**config.mk**
```make
export PLATFORM = sky130hd
export DESIGN_NAME = tone_sequencer
export DESIGN_NICKNAME = d
export VERILOG_FILES = /design/src/rtl/tone_seq_pkg.sv /design/src/rtl/tone_seq_timer.sv /design/src/rtl/tone_sequencer.sv
export SDC_FILE = /design/constraint.sdc
export NUM_CORES = 1
export LEC_CHECK = 0
export ABC_AREA = 1
export BUFFER_PORTS_ARGS = -buffer_cell sky130_fd_sc_hd__buf_2
export CORE_MARGIN = 2
export CORE_UTILIZATION = 60
export CTS_CLUSTER_DIAMETER = 100
export DETAILED_ROUTE_END_ITERATION = 10
export PLACE_DENSITY = 0.8
export SLEW_MARGIN = 20
export SYNTH_ARGS = -nofsm -noshare
export SYNTH_HDL_FRONTEND = slang
export SYNTH_SLANG_ARGS = --single-unit
```
**constraint.sdc**
```tcl
create_clock -name clk -period 2.1 [get_ports clk]
set_input_delay 0 -clock clk [delete_from_list [all_inputs] [get_ports clk]]
set_output_delay 0 -clock clk [all_outputs]
set_load 0.02 [all_outputs]
```
**src/rtl/tone_seq_pkg.sv**
```systemverilog
// tone_seq_pkg
// Shared definitions for the tone sequencer:
//   - event encodings (0 none, 1 unlock, 2 correct, 3 incorrect); a larger
//     code means a higher priority
//   - sequencer state enum
//   - note half-periods (clk cycles at 50 MHz) and the melody lookup
//   - request helpers: priority pick and event-to-request-bit mapping
package tone_seq_pkg;

  localparam logic [1:0] EVT_NONE      = 2'd0;
  localparam logic [1:0] EVT_UNLOCK    = 2'd1;
  localparam logic [1:0] EVT_CORRECT   = 2'd2;
  localparam logic [1:0] EVT_INCORRECT = 2'd3;

  typedef enum logic [1:0] {
    ST_IDLE = 2'd0,
    ST_NOTE = 2'd1,
    ST_GAP  = 2'd2
  } state_t;

  localparam logic [16:0] HP_C4 = 17'd95556;
  localparam logic [16:0] HP_E4 = 17'd75843;
  localparam logic [16:0] HP_G4 = 17'd63776;
  localparam logic [16:0] HP_C5 = 17'd47778;
  localparam logic [16:0] HP_E5 = 17'd37922;
  localparam logic [16:0] HP_G5 = 17'd31888;
  localparam logic [16:0] HP_C6 = 17'd23889;

  // Half-period of note idx (0..2) of the melody for evt; 0 for anything else.
  function automatic logic [16:0] melody_hp(input logic [1:0] evt, input logic [1:0] idx);
    logic [16:0] hp;
    hp = '0;
    case (evt)
      EVT_UNLOCK: begin
        case (idx)
          2'd0:    hp = HP_C5;
          2'd1:    hp = HP_E5;
          2'd2:    hp = HP_G5;
          default: hp = '0;
        endcase
      end
      EVT_CORRECT: begin
        case (idx)
          2'd0:    hp = HP_G5;
          2'd1:    hp = HP_G5;
          2'd2:    hp = HP_C6;
          default: hp = '0;
        endcase
      end
      EVT_INCORRECT: begin
        case (idx)
          2'd0:    hp = HP_G4;
          2'd1:    hp = HP_E4;
          2'd2:    hp = HP_C4;
          default: hp = '0;
        endcase
      end
      default: hp = '0;
    endcase
    return hp;
  endfunction

  // Request vector bit n corresponds to event code n.
  function automatic logic [1:0] pick_evt(input logic [3:1] req);
    logic [1:0] evt;
    if (req[3])      evt = EVT_INCORRECT;
    else if (req[2]) evt = EVT_CORRECT;
    else if (req[1]) evt = EVT_UNLOCK;
    else             evt = EVT_NONE;
    return evt;
  endfunction

  function automatic logic [3:1] evt_bit(input logic [1:0] evt);
    logic [3:1] b;
    case (evt)
      EVT_UNLOCK:    b = 3'b001;
      EVT_CORRECT:   b = 3'b010;
      EVT_INCORRECT: b = 3'b100;
      default:       b = 3'b000;
    endcase
    return b;
  endfunction

endpackage

```
**src/rtl/tone_seq_timer.sv**
```systemverilog
// tone_seq_timer
// Loadable down-counter shared by the NOTE and GAP phases. Loading value
// N-1 makes tc assert during the N-th cycle after the load edge.
// Ports:
//   clk, reset  clock, synchronous active-high reset
//   load        load load_val on the next edge (takes precedence over counting)
//   load_val    reload value
//   tc          terminal count: counter is at zero
module tone_seq_timer #(
  parameter int CNT_W = 32
) (
  input  logic             clk,
  input  logic             reset,
  input  logic             load,
  input  logic [CNT_W-1:0] load_val,
  output logic             tc
);

  localparam logic [CNT_W-1:0] ONE = CNT_W'(1);

  logic [CNT_W-1:0] cnt_q;
  logic [CNT_W-1:0] cnt_d;

  always_comb begin
    cnt_d = cnt_q;
    if (load)              cnt_d = load_val;
    else if (cnt_q != '0)  cnt_d = cnt_q - ONE;
  end

  always_ff @(posedge clk) begin
    if (reset) cnt_q <= '0;
    else       cnt_q <= cnt_d;
  end

  assign tc = (cnt_q == '0);

endmodule

```
**src/rtl/tone_sequencer.sv**
```systemverilog
// tone_sequencer
// Arbitrates one-cycle event requests (priority incorrect > correct > unlock)
// and plays each granted event as a three-note melody by driving the tone
// generator's half-period and enable. Requests arriving while busy are queued
// in a pending bit per event (repeats merge). All outputs are registered.
// Optional build macro TONE_SEQ_PREEMPT_EN: a request of strictly higher
// priority than the playing event aborts it and starts immediately.
// Ports:
//   clk, reset         clock, synchronous active-high reset
//   evt_unlock/_correct/_incorrect  one-cycle request pulses
//   tone_en            high while a note sounds
//   tone_half_period   half-period in clk cycles of the current note
//   active_evt         playing event (0 none, 1 unlock, 2 correct, 3 incorrect)
//   note_idx           current note index 0..2
//   busy               high in NOTE or GAP
//   done               one-cycle pulse when a melody completes
module tone_sequencer
  import tone_seq_pkg::*;
#(
  parameter int NOTE_CYCLES = 10_000_000,
  parameter int GAP_CYCLES  = 2_500_000,
  parameter int HP_W        = 17
) (
  input  logic            clk,
  input  logic            reset,
  input  logic            evt_unlock,
  input  logic            evt_correct,
  input  logic            evt_incorrect,
  output logic            tone_en,
  output logic [HP_W-1:0] tone_half_period,
  output logic [1:0]      active_evt,
  output logic [1:0]      note_idx,
  output logic            busy,
  output logic            done
);

  localparam int CNT_W = 32;
  localparam logic [CNT_W-1:0] NOTE_LOAD = CNT_W'(NOTE_CYCLES - 1);
  localparam logic [CNT_W-1:0] GAP_LOAD  = CNT_W'((GAP_CYCLES > 0) ? GAP_CYCLES - 1 : 0);

  state_t          state_q, state_d;
  logic [3:1]      pending_q, pending_d;
  logic            tone_en_q, tone_en_d;
  logic [HP_W-1:0] hp_q, hp_d;
  logic [1:0]      active_q, active_d;
  logic [1:0]      idx_q, idx_d;
  logic            busy_q, busy_d;
  logic            done_q, done_d;

  logic             tmr_load;
  logic [CNT_W-1:0] tmr_val;
  logic             tmr_tc;

  logic [3:1] req_in;
  logic       start_en;
  logic [1:0] start_evt;
  logic       next_note;
  logic       melody_end;

  assign req_in = {evt_incorrect, evt_correct, evt_unlock};

  tone_seq_timer #(.CNT_W(CNT_W)) u_timer (
    .clk      (clk),
    .reset    (reset),
    .load     (tmr_load),
    .load_val (tmr_val),
    .tc       (tmr_tc)
  );

  always_comb begin
    state_d    = state_q;
    pending_d  = pending_q | req_in;
    tone_en_d  = tone_en_q;
    hp_d       = hp_q;
    active_d   = active_q;
    idx_d      = idx_q;
    done_d     = 1'b0;
    tmr_load   = 1'b0;
    tmr_val    = NOTE_LOAD;
    start_en   = 1'b0;
    start_evt  = EVT_NONE;
    next_note  = 1'b0;
    melody_end = 1'b0;

    case (state_q)
      ST_IDLE: begin
        if (pending_d != '0) begin
          start_en  = 1'b1;
          start_evt = pick_evt(pending_d);
        end
      end
      ST_NOTE: begin
        if (tmr_tc) begin
          if (idx_q != 2'd2) begin
            if (GAP_CYCLES == 0) begin
              next_note = 1'b1;
            end else begin
              state_d   = ST_GAP;
              tone_en_d = 1'b0;
              tmr_load  = 1'b1;
              tmr_val   = GAP_LOAD;
            end
          end else begin
            melody_end = 1'b1;
            done_d     = 1'b1;
            // Back-to-back: the highest queued event starts on the same edge.
            if (pending_d != '0) begin
              start_en  = 1'b1;
              start_evt = pick_evt(pending_d);
            end else begin
              state_d   = ST_IDLE;
              tone_en_d = 1'b0;
              hp_d      = '0;
              active_d  = EVT_NONE;
              idx_d     = 2'd0;
            end
          end
        end
      end
      ST_GAP: begin
        if (tmr_tc) next_note = 1'b1;
      end
      default: state_d = ST_IDLE;
    endcase

`ifdef TONE_SEQ_PREEMPT_EN
    // A completing melody is left to the normal hand-off so a queued
    // higher-priority event is not skipped by a lower incoming one.
    if ((state_q != ST_IDLE) && !melody_end && (pick_evt(req_in) > active_q)) begin
      next_note = 1'b0;
      start_en  = 1'b1;
      start_evt = pick_evt(req_in);
    end
`endif

    if (next_note) begin
      state_d   = ST_NOTE;
      idx_d     = idx_q + 2'd1;
      hp_d      = HP_W'(melody_hp(active_q, idx_d));
      tone_en_d = 1'b1;
      tmr_load  = 1'b1;
      tmr_val   = NOTE_LOAD;
    end

    if (start_en) begin
      state_d   = ST_NOTE;
      active_d  = start_evt;
      idx_d     = 2'd0;
      hp_d      = HP_W'(melody_hp(start_evt, 2'd0));
      tone_en_d = 1'b1;
      tmr_load  = 1'b1;
      tmr_val   = NOTE_LOAD;
      pending_d = pending_d & ~evt_bit(start_evt);
    end

    busy_d = (state_d != ST_IDLE);
  end

  always_ff @(posedge clk) begin
    if (reset) begin
      state_q   <= ST_IDLE;
      pending_q <= '0;
      tone_en_q <= 1'b0;
      hp_q      <= '0;
      active_q  <= EVT_NONE;
      idx_q     <= 2'd0;
      busy_q    <= 1'b0;
      done_q    <= 1'b0;
    end else begin
      state_q   <= state_d;
      pending_q <= pending_d;
      tone_en_q <= tone_en_d;
      hp_q      <= hp_d;
      active_q  <= active_d;
      idx_q     <= idx_d;
      busy_q    <= busy_d;
      done_q    <= done_d;
    end
  end

  assign tone_en          = tone_en_q;
  assign tone_half_period = hp_q;
  assign active_evt       = active_q;
  assign note_idx         = idx_q;
  assign busy             = busy_q;
  assign done             = done_q;

endmodule
```
==> results.tsv, run 1 <==
stage	metric	value	unit
status	outcome	finished, final reports clean	
setup_path	worst_path_largest_cell_delay	370	ps
setup_path	crit_family	simple AND/OR/NAND/NOR gates	
pwr	ir_drop	0.425	mV
place	dpl.hpwl	7190	microns
setup_path	required	2320	ps
clock_network	cts_buffers	9	
global_routing	grt_max_degree	27	
setup_path	crit_type	reg2reg	
sta	setup_viol	0	
clock_network	cts_root_buffer	clkbuf_8	
yosys	synth_seq_cells	59	
sta	rsz0062_at_grt	true	
clock_network	clkTransAtPathRegs	60	ps
detailed_routing	final_antenna_net_count	0	
final_layout	diodes	0	
setup_path	path_buf_inv	3	
yosys	synthCells	537	
detailed_routing	drt_iter0_drc	170	
pwr	power.density	699	nW/um^2
sta	slew_headroom	66.8	%
clock_network	clock_latency	330	ps
yosys	synth_area_per_cell	6.74	sq um
sta	hold_slack	17.8	ps
place	place_ws	78.2	ps
sta	worst_pin_slew	497	ps
setup_path	cp-start-kind	flip-flop	
pwr	p_total	0.00289	W
flow_run	drv_cap	0	
global_routing	gr-total-overflow	0	
die	fp.dieW	81.7	microns
die	rows	28	
detailed_routing	avgViaCountPerCell	5.53	
die	ios	29	
die	core	5890	sq um
die	die_y	81.7	microns
global_routing	grt_pass1_wl	15500	microns
sta	fin_crit	1970	ps
yosys	synth_nets	554	
sta	final_max_slew_viol_count	0	
sta	finalHoldViolations	0	
detailed_routing	vias	3636	
place	place_congestion	0.928	
clock_network	cts_sinks	59	
pwr	leakage	2.00	nW
global_routing	first_global_vias	3466	
setup_path	critPathSlowestCell	dfxtp_1	
clock_network	cts_htree_levels	3	
yosys	synth_area	3620	sq um
setup_path	path_cells	nor2_1, nand2_2, nor2_2, nand2_2, nor2_8, buf_4, nand3_4, nand2_8, inv_4, nand2_2, inv_1, nor2_1, nor2_1	
global_routing	grt_usage	30.7	%
yosys	ys_types	37	
clock_network	clock_path_buffers	2	
final_layout	final_nets	596	
final_layout	drive_above_1_share	19.4	%
die	start_util	61.5	%
yosys	ys_seq_area_share	32.6	%
sta	finClkSkew	5.24	ps
detailed_routing	drcViolationCount	0	
detailed_routing	wire_per_inst	14.7	microns
min_path	worstHoldPathType	in2reg	
yosys	yosysWarnings	0	
setup_path	endpoint_kind	flip-flop	
sta	worst_slack	130	ps
sta	fmax	0.508	GHz
detailed_routing	finalWirelength	9710	microns
detailed_routing	dr.pass1.iters	5	
place	io_buffer_count	27	
sta	timing.final.crit_share	93.8	%
global_routing	antenna_found_initial	0	
die	dieArea	6670	sq um
final_layout	syn_to_final_growth	14.3	%
clock_network	cts_tree	built	
setup_path	cp_max_fo	17	
setup_path	arrival	2190	ps
[metrics by stage]
| stage | cell area [sq um] | instances | setup TNS, ps | utilization (%) |
|---|---|---|---|---|
| 2_1_floorplan | 3620 | 537 | 0 | - |
| 3_3_place_gp | 3890 | 641 | 0 | 66.1 |
| 3_5_place_dp | 3890 | 641 | 0 | 66.1 |
| 4_1_cts | 4090 | 657 | 0 | 69.5 |
| 5_1_grt | 4140 | 658 | -150 | 70.3 |
| 6_report | 4140 | 658 | 0 | 70.3 |
[final timing paths]
path         cells past startpoint                    to  slack (ps)                start
max reg2reg                     13  tone_half_period[15]         130    u_timer.cnt_q[22]
min                              3          pending_q[1]          20           evt_unlock
min reg2reg                      2   tone_half_period[6]         480  tone_half_period[6]
max                             13  tone_half_period[15]         130    u_timer.cnt_q[22]
[final cells by class]
cell class | instances | area [sq um]
Multi-Input combinational cell | 402 | 2160
Fill cell | 528 | 1750
Sequential cell | 59 | 1180
Timing Repair Buffer | 46 | 280
Inverter | 61 | 233
Clock buffer | 13 | 159
Tap cell | 75 | 93.8
Clock inverter | 2 | 35.0
[power by group]
part	leakage, nW	internal [W]	switching [W]
Sequential	0.485	0.00119	0.0000568
Clock	0.0995	0.000606	0.000436
Combinational	1.41	0.000210	0.000395
Total	2.00	0.00200	0.000888
[cell families (layout without fill, tap and decap cells)]
logic type      after synthesis  in the layout  share of synthesized area, %
compound gates               54             54                          8.26
other cells                   1              1                         0.104
fa+ha+maj                    12             12                          4.15
flops                        59             59                          32.6
simple gates                312            312                          40.4
xor+xnor                     23             23                          5.56
buf+inv                      76            122                          8.91
[cells in the final DEF, fill, tap and decap left out, types with 13 or more instances in the layout]
master	n
a21oi_1	32
buf_2	27
buf_4	18
dfxtp_1	59
inv_1	55
nand2_1	95
nand2_2	13
nand3_1	42
nand4_1	23
nor2_1	98
nor2_2	16
xor2_1	18
[worst register-to-register path: stages, from the launching register on]
cell and delay (ps):
dfxtp_1 370, nor2_1 160, nand2_2 90, nor2_2 160
nand2_2 110, nor2_8 150, buf_4 150, nand3_4 90
nand2_8 150, inv_4 120, nand2_2 110, inv_1 60
nor2_1 90, nor2_1 50
[repair_timing]
item	4_1_cts	5_1_grt
endpoints found under the hold margin	1	0
gates resized for setup	0	15
setup buffers	0	1
endpoints found under the setup margin	0	21
hold buffers	1	0
[registers in the layout, summed over array words and instances, names as in the netlist]
| register | count |
|---|---|
| u_timer.cnt_q | 32 |
| tone_half_period | 15 |
| pending_q | 3 |
| active_evt | 2 |
| note_idx | 2 |
| state_q | 2 |
| busy | 1 |
| done | 1 |
| tone_en | 1 |
[Yosys cell counts]
| master | instances | area share, % |
|---|---|---|
| a211oi_1 | 3 | 0.62 |
| a21oi_1 | 33 | 4.6 |
| a21oi_2 | 4 | 0.97 |
| a31oi_1 | 1 | 0.17 |
| buf_1 | 1 | 0.10 |
| buf_2 | 6 | 0.83 |
| buf_4 | 2 | 0.41 |
| buf_6 | 1 | 0.31 |
| buf_8 | 1 | 0.41 |
| clkbuf_1 | 4 | 0.41 |
| clkinv_2 | 1 | 0.14 |
| conb_1 | 1 | 0.10 |
| dfxtp_1 | 59 | 33 |
| ha_1 | 12 | 4.1 |
| inv_1 | 55 | 5.7 |
| inv_2 | 4 | 0.41 |
| inv_4 | 1 | 0.17 |
| nand2_1 | 99 | 10 |
| nand2_2 | 9 | 1.6 |
| nand2_4 | 3 | 0.93 |
| nand2_8 | 1 | 0.55 |
| nand3_1 | 42 | 5.8 |
| nand3_2 | 1 | 0.28 |
| nand3_4 | 1 | 0.48 |
| nand3b_1 | 2 | 0.41 |
| nand4_1 | 23 | 4.0 |
| nor2_1 | 105 | 11 |
| nor2_2 | 10 | 1.7 |
| nor2_4 | 2 | 0.62 |
| nor2_8 | 2 | 1.1 |
| nor3_1 | 8 | 1.1 |
| nor4_1 | 2 | 0.35 |
| o21ai_0 | 11 | 1.5 |
| o21bai_1 | 2 | 0.41 |
| or2_2 | 2 | 0.35 |
| xnor2_1 | 5 | 1.2 |
| xor2_1 | 18 | 4.4 |
[per-layer routing]
layer	track usage (%)	vias up	wire, microns
li1	-	1806	-
met1	32.1	1663	3840
met2	56.1	117	4910
met3	7.47	50	445
met4	17.2	0	514
met5	0	-	0
No activity file was read; power rests on OpenSTA's default activity.
==> inputs of run 2 (changes only) <==
==> constraint.sdc (replaced) <==
create_clock -name clk -period 2.1 [get_ports clk]
set_input_delay 0.21 -clock clk [delete_from_list [all_inputs] [get_ports clk]]
set_output_delay 0.21 -clock clk [all_outputs]
set_load 0.02 [all_outputs]
==> results.tsv, run 2 (synthesized netlist as in run 1, its figures left out) <==
stage	metric	value	unit	change
sta	fmax	0.506	GHz	-0.40%
place	dpl.hpwl	7120	microns	-1.0%
clock_network	clock_path_buffers	2		unchanged
setup_path	r2r_start	u_timer.cnt_q[16]		
sta	final_max_slew_viol_count	0		unchanged
final_layout	final_nets	601		+0.84%
global_routing	met2_usage	55.2	%	-0.82 points
clock_network	cts_buffers	9		unchanged
global_routing	met3_usage	4.18	%	-3.3 points
setup_path	critPathSlowestCell	dfxtp_1		
detailed_routing	drt_iter0_drc	230		+35%
sta	timing.final.crit_share	94.2	%	+0.38 points
final_layout	final_common_cell	nor2_1		
place	place_congestion	0.927		about the same
final_layout	final_cell_mix	nor2_1, nand2_1, dfxtp_1		
global_routing	grt_busiest_layer	met2		
final_layout	multiInputGateArea	2130	sq um	-1.1%
sta	rsz0062_at_grt	true		
setup_path	cp_max_fo	6		-11
clock_network	cts_tree	built		
setup_path	required	2340	ps	+20 ps
sta	setup_viol	0		unchanged
setup_path	cpMostUsedCell	nand2_1		
global_routing	first_global_vias	3491		+0.72%
place	io_buffer_count	27		unchanged
min_path	worstHoldPathType	in2reg		
clock_network	clock_latency	340	ps	about the same
final_layout	top_register	u_timer.cnt_q		
final_layout	largest_reg_flops	32		unchanged
setup_path	regToRegEndpoint	tone_half_period[4]		
pwr	ir_drop	0.394	mV	-7.2%
global_routing	gr-total-overflow	0		unchanged
die	core	5890	sq um	unchanged
setup_path	arrival	2220	ps	+30 ps
global_routing	grt_usage	30.8	%	+0.10 points
min_path	min-delay-start	evt_unlock		
global_routing	gr-usage-met1	34.2	%	+2.1 points
sta	tns	0	ps	unchanged
setup_path	crit_type	reg2reg		
detailed_routing	avgViaCountPerCell	5.51		-0.33%
global_routing	grt_max_degree	25		-7.4%
detailed_routing	wire_per_inst	14.6	microns	-1.1%
global_routing	antenna_found_initial	0		unchanged
global_routing	grt_pass1_wl	15600	microns	+0.98%
clock_network	cts_sinks	59		unchanged
die	start_util	61.5	%	unchanged
die	fp.dieW	81.7	microns	unchanged
sta	worst_pin_slew	519	ps	+22.7 ps
status	outcome	finished, final reports clean		
setup_path	cp-start-kind	flip-flop		
sta	slew_headroom	65.2	%	-1.5 points
final_layout	drive_above_1_share	19.5	%	+0.14 points
detailed_routing	vias	3657		+0.58%
final_layout	final_util	70.5	%	+0.17 points
detailed_routing	final_antenna_net_count	0		unchanged
clock_network	cts_htree_levels	3		unchanged
sta	fin_crit	1980	ps	+7.98 ps
final_layout	fillers	534		+1.1%
setup_path	r2r_slack	120	ps	about the same
detailed_routing	dr.pass1.iters	5		unchanged
clock_network	ctsHoldBuffers	0		-1
pwr	leakage	2.01	nW	+0.81%
die	ios	29		unchanged
final_layout	diodes	0		unchanged
setup_path	endpoint_kind	flip-flop		
detailed_routing	drcViolationCount	0		unchanged
die	dieArea	6670	sq um	unchanged
sta	finClkSkew	4.83	ps	-0.404 ps
final_layout	ff_latch_area	1180	sq um	unchanged
final_layout	syn_to_final_growth	14.6	%	
setup_path	path_cells	nor2_1, nand2_1, nor2_2, nand2_2, nor2_8, nand3_1, nand2_2, inv_1, ha_1, nand2_1, nand2_1, nor2_2, nor2_1		
pwr	power.density	683	nW/um^2	-2.2%
sta	finalHoldViolations	0		unchanged
min_path	worstHoldEndpoint	pending_q[1]		
setup_path	worst_path_largest_cell_delay	360	ps	about the same
clock_network	clkTransAtPathRegs	70	ps	about the same
setup_path	ff2ff_path_depth	13		unchanged
die	rows	28		unchanged
die	die_y	81.7	microns	unchanged
min_path	holdPathStages	3		unchanged
flow_run	drv_cap	0		unchanged
clock_network	cts_root_buffer	clkbuf_8		
detailed_routing	finalWirelength	9690	microns	-0.19%
-- run 2: cell types whose count changed in the layout (fill, tap and decap cells not counted), sizes merged --
cell	delta
buf	+6
clkinvlp	+2
bufinv	-1
clkbuf	-1
clkinv	+1
dlygate4sd3	-1
-- run 2: layer usage --
metal / vias up / part of all wire (%)
met3: 41 / 4.7
met4: 0 / 4.7
met5: - / 0
met1: 1669 / 41
met2: 129 / 50
li1: 1818 / -
-- run 2: final cells by class --
cell class,instances,share of cell area (%)
clock buffers,12,3.74
multi-input cells,402,51.4
inverters,61,5.61
clock inverters,4,0.603
repair buffers,51,7.90
flip-flops and latches,59,28.5
well taps,75,2.26
-- run 2: repair_timing --
item,CTS,global route
setup buffers,0,6
resized for setup,0,8
endpoints found under the hold margin,0,0
endpoints found under the setup margin,0,6
-- run 2: power by group --
group,switching [W],internal (W)
Combinational,0.000399,0.000225
Sequential,0.0000577,0.00119
Clock,0.000478,0.000489
-- run 2: stage by stage --
stage	worst slack [ps]	power (W)	instance area, sq um	hold slack [ps]	std cells
floorplan	141	0.00171	3620	366	537
global placement	85.7	0.00184	3890	467	642
detailed placement	82.2	0.00185	3890	466	642
CTS	63.9	0.00279	4080	203	658
global route	-3.76	0.00296	4150	262	664
finish	122	0.00284	4150	199	664
-- run 2: critical path: cells and delay by family, from the launching register on --
family,cells,cell delay (ps)
adders and majority gates,1,220
buffers and inverters,1,90
DFF,1,360
and+or+nand+nor,11,1210
-- run 2: how the worst max path moves through the flow --
stage	start	endpoint	slack [ps]	depth (start not counted)
6_report	u_timer.cnt_q[16]	tone_half_period[4]	120	13
4_1_cts	u_timer.cnt_q[0]	tone_half_period[15]	60	13
3_3_place_gp	u_timer.cnt_q[0]	tone_half_period[15]	90	13
2_1_floorplan	note_idx[0]	tone_half_period[7]	140	10
3_5_place_dp	u_timer.cnt_q[0]	tone_half_period[4]	80	14
5_1_grt	u_timer.cnt_q[1]	tone_half_period[4]	-4	14
==> inputs of run 3 (changes only) <==
clock period = 1.9 ns   (was 2.1 ns; I/O delays follow)
==> results.tsv, run 3 (synthesized netlist as in run 1, its figures left out) <==
stage	metric	value	unit	change
status	outcome	finished, final reports clean		
sta	finalHoldViolations	0		unchanged
sta	fmax	0.540	GHz	+6.7%
final_layout	top_register	u_timer.cnt_q		
final_layout	layout.cells.non_filler	700		+5.4%
place	place_congestion	0.974		+5.0%
clock_network	cts_tree	built		
detailed_routing	wire_per_inst	15.7	microns	+7.3%
setup_path	arrival	2080	ps	-140 ps
setup_path	critPathSlowestCell	dfxtp_2		
final_layout	drive_above_1_share	28.8	%	+9.3 points
clock_network	cts_root_buffer	clkbuf_8		
die	die_y	81.7	microns	unchanged
clock_network	cts_htree_levels	3		unchanged
die	dieArea	6670	sq um	unchanged
die	core	5890	sq um	unchanged
sta	rsz0062_at_grt	true		
pwr	swShare	32.6	%	-0.34 points
global_routing	first_global_vias	3590		+2.8%
global_routing	grt_max_degree	27		+8.0%
die	start_util	61.5	%	unchanged
setup_path	cp-start-kind	flip-flop		
setup_path	ff2ff_path_depth	11		-2
global_routing	grt_pass1_wl	16300	microns	+4.3%
clock_network	ctsHoldBuffers	0		unchanged
pwr	seqPwrFrac	40.2	%	-3.7 points
final_layout	final_cell_mix	nand2_1, nor2_1, buf_4		
global_routing	gr-total-overflow	0		unchanged
setup_path	endpoint_kind	flip-flop		
detailed_routing	final_antenna_net_count	0		unchanged
pwr	ir_drop	0.519	mV	+31%
detailed_routing	avgViaCountPerCell	5.67		+2.9%
clock_network	cts_buffers	9		unchanged
setup_path	path_cells	nor2_2, nand2_2, nor2_4, nand2_4, nor2_8, nand3_1, nand2_1, inv_2, ha_1, a21oi_1, a21oi_1		
setup_path	cpMostUsedCell	a21oi_1		
pwr	clkPwrFrac	36.0	%	+1.9 points
place	placedCellCount	671		+4.5%
final_layout	fillers	441		-17%
setup_path	cp_max_fo	4		-2
die	ios	29		unchanged
final_layout	largest_reg_flops	32		unchanged
setup_path	regToRegEndpoint	tone_half_period[9]		
clock_network	clkTransAtPathRegs	80	ps	about the same
setup_path	worstSetupStartpoint	u_timer.cnt_q[11]		
setup_path	crit_family	simple AND/OR/NAND/NOR gates		
detailed_routing	dr.pass1.iters	5		unchanged
sta	finClkSkew	9.37	ps	+4.54 ps
sta	timing.final.crit_share	97.5	%	+3.4 points
sta	setup_viol	0		unchanged
pwr	intPower	0.00231	W	+21%
global_routing	grt_usage	32.5	%	+1.7 points
final_layout	final_common_cell	nand2_1		
final_layout	diodes	0		unchanged
setup_path	r2r_start	u_timer.cnt_q[11]		
global_routing	antenna_found_initial	0		unchanged
pwr	power.switching	0.00112	W	+19%
sta	fin_crit	1850	ps	-124 ps
pwr	leakage	2.25	nW	+12%
setup_path	r2r_slack	50	ps	-80 ps
final_layout	syn_to_final_growth	26.8	%	
detailed_routing	drt_iter0_drc	278		+21%
place	dpl.hpwl	7780	microns	+9.2%
flow_run	drv_cap	0		unchanged
setup_path	crit_type	reg2reg		
setup_path	endpoint	tone_half_period[9]		
sta	final_max_slew_viol_count	0		unchanged
setup_path	path_depth	11		-2
sta	tns	0	ps	unchanged
min_path	min-delay-start	evt_correct		
die	rows	28		unchanged
detailed_routing	vias	3969		+8.5%
clock_network	cts_sinks	59		unchanged
pwr	power.density	745	nW/um^2	+9.1%
setup_path	required	2130	ps	-210 ps
detailed_routing	finalWirelength	11000	microns	+13%
die	fp.dieW	81.7	microns	unchanged
setup_path	path_buf_inv	1		unchanged
min_path	worstHoldPathType	in2reg		
pwr	combPwrFrac	23.8	%	+1.8 points
place	io_buffer_count	27		unchanged
setup_path	worst_path_largest_cell_delay	340	ps	-20 ps
detailed_routing	drcViolationCount	0		unchanged
clock_network	clock_latency	360	ps	+20 ps
clock_network	clock_path_buffers	2		unchanged
final_layout	final_nets	637		+6.0%
## run 3: routing by layer
layer / share of wire [%] / GRT usage [%]
met1: 38 / 36.3
met2: 51 / 59.5
met3: 7.2 / 6.04
met4: 3.3 / 14.7
met5: 0 / 0
## run 3: area by class of cell
type,count,area (sq um),share of cell area (%)
Multi-Input combinational cell,402,2240,48.7
Sequential cell,59,1190,25.9
Timing Repair Buffer,87,618,13.5
Inverter,61,239,5.21
Clock buffer,11,151,3.30
Tap cell,75,93.8,2.04
Clock inverter,5,61.3,1.34
## run 3: worst reg2reg max path, delay by kind of cell, from the launching register on
kind	cells	cell delay [ps]
AOI/OAI and AO/OA	2	250
DFF	1	340
adders and majority gates	1	260
buffers and inverters	1	60
and+or+nand+nor	7	830
## run 3: metrics by stage
stage	util, %	setup WS, ps	area [sq um]	hold slack (ps)	power [W]
after CTS	74.5	8.23	4390	125	0.00333
after global routing	78.0	-62.1	4590	124	0.00354
final	78.0	46.9	4590	117	0.00342
after detailed placement	70.3	-13.2	4140	469	0.00211
after floorplan	-	24.3	3620	346	0.00189
after global placement	70.3	28.4	4140	452	0.00210
## run 3: timing repair
action / 4_1_cts / 5_1_grt
gates resized for setup: 7 / 42
endpoints found under the setup margin: 6 / 46
pin swaps: 1 / 21
setup buffers: 2 / 11
gates cloned: 0 / 0
## run 3: worst min-delay path by stage
stage	to	cells after the start
4_1_cts	pending_q[2]	3
2_1_floorplan	pending_q[2]	2
6_report	pending_q[2]	3
3_3_place_gp	pending_q[2]	3
5_1_grt	pending_q[2]	3
3_5_place_dp	tone_half_period[13]	2
## run 3: power groups by stage
stage	clock network, W	logic (W)	registers [W]
6_report	0.00123	0.000815	0.00137
5_1_grt	0.00128	0.000888	0.00138
4_1_cts	0.00123	0.000735	0.00136
3_5_place_dp	0	0.000718	0.00139
3_3_place_gp	0	0.000706	0.00139
2_1_floorplan	0	0.000463	0.00143
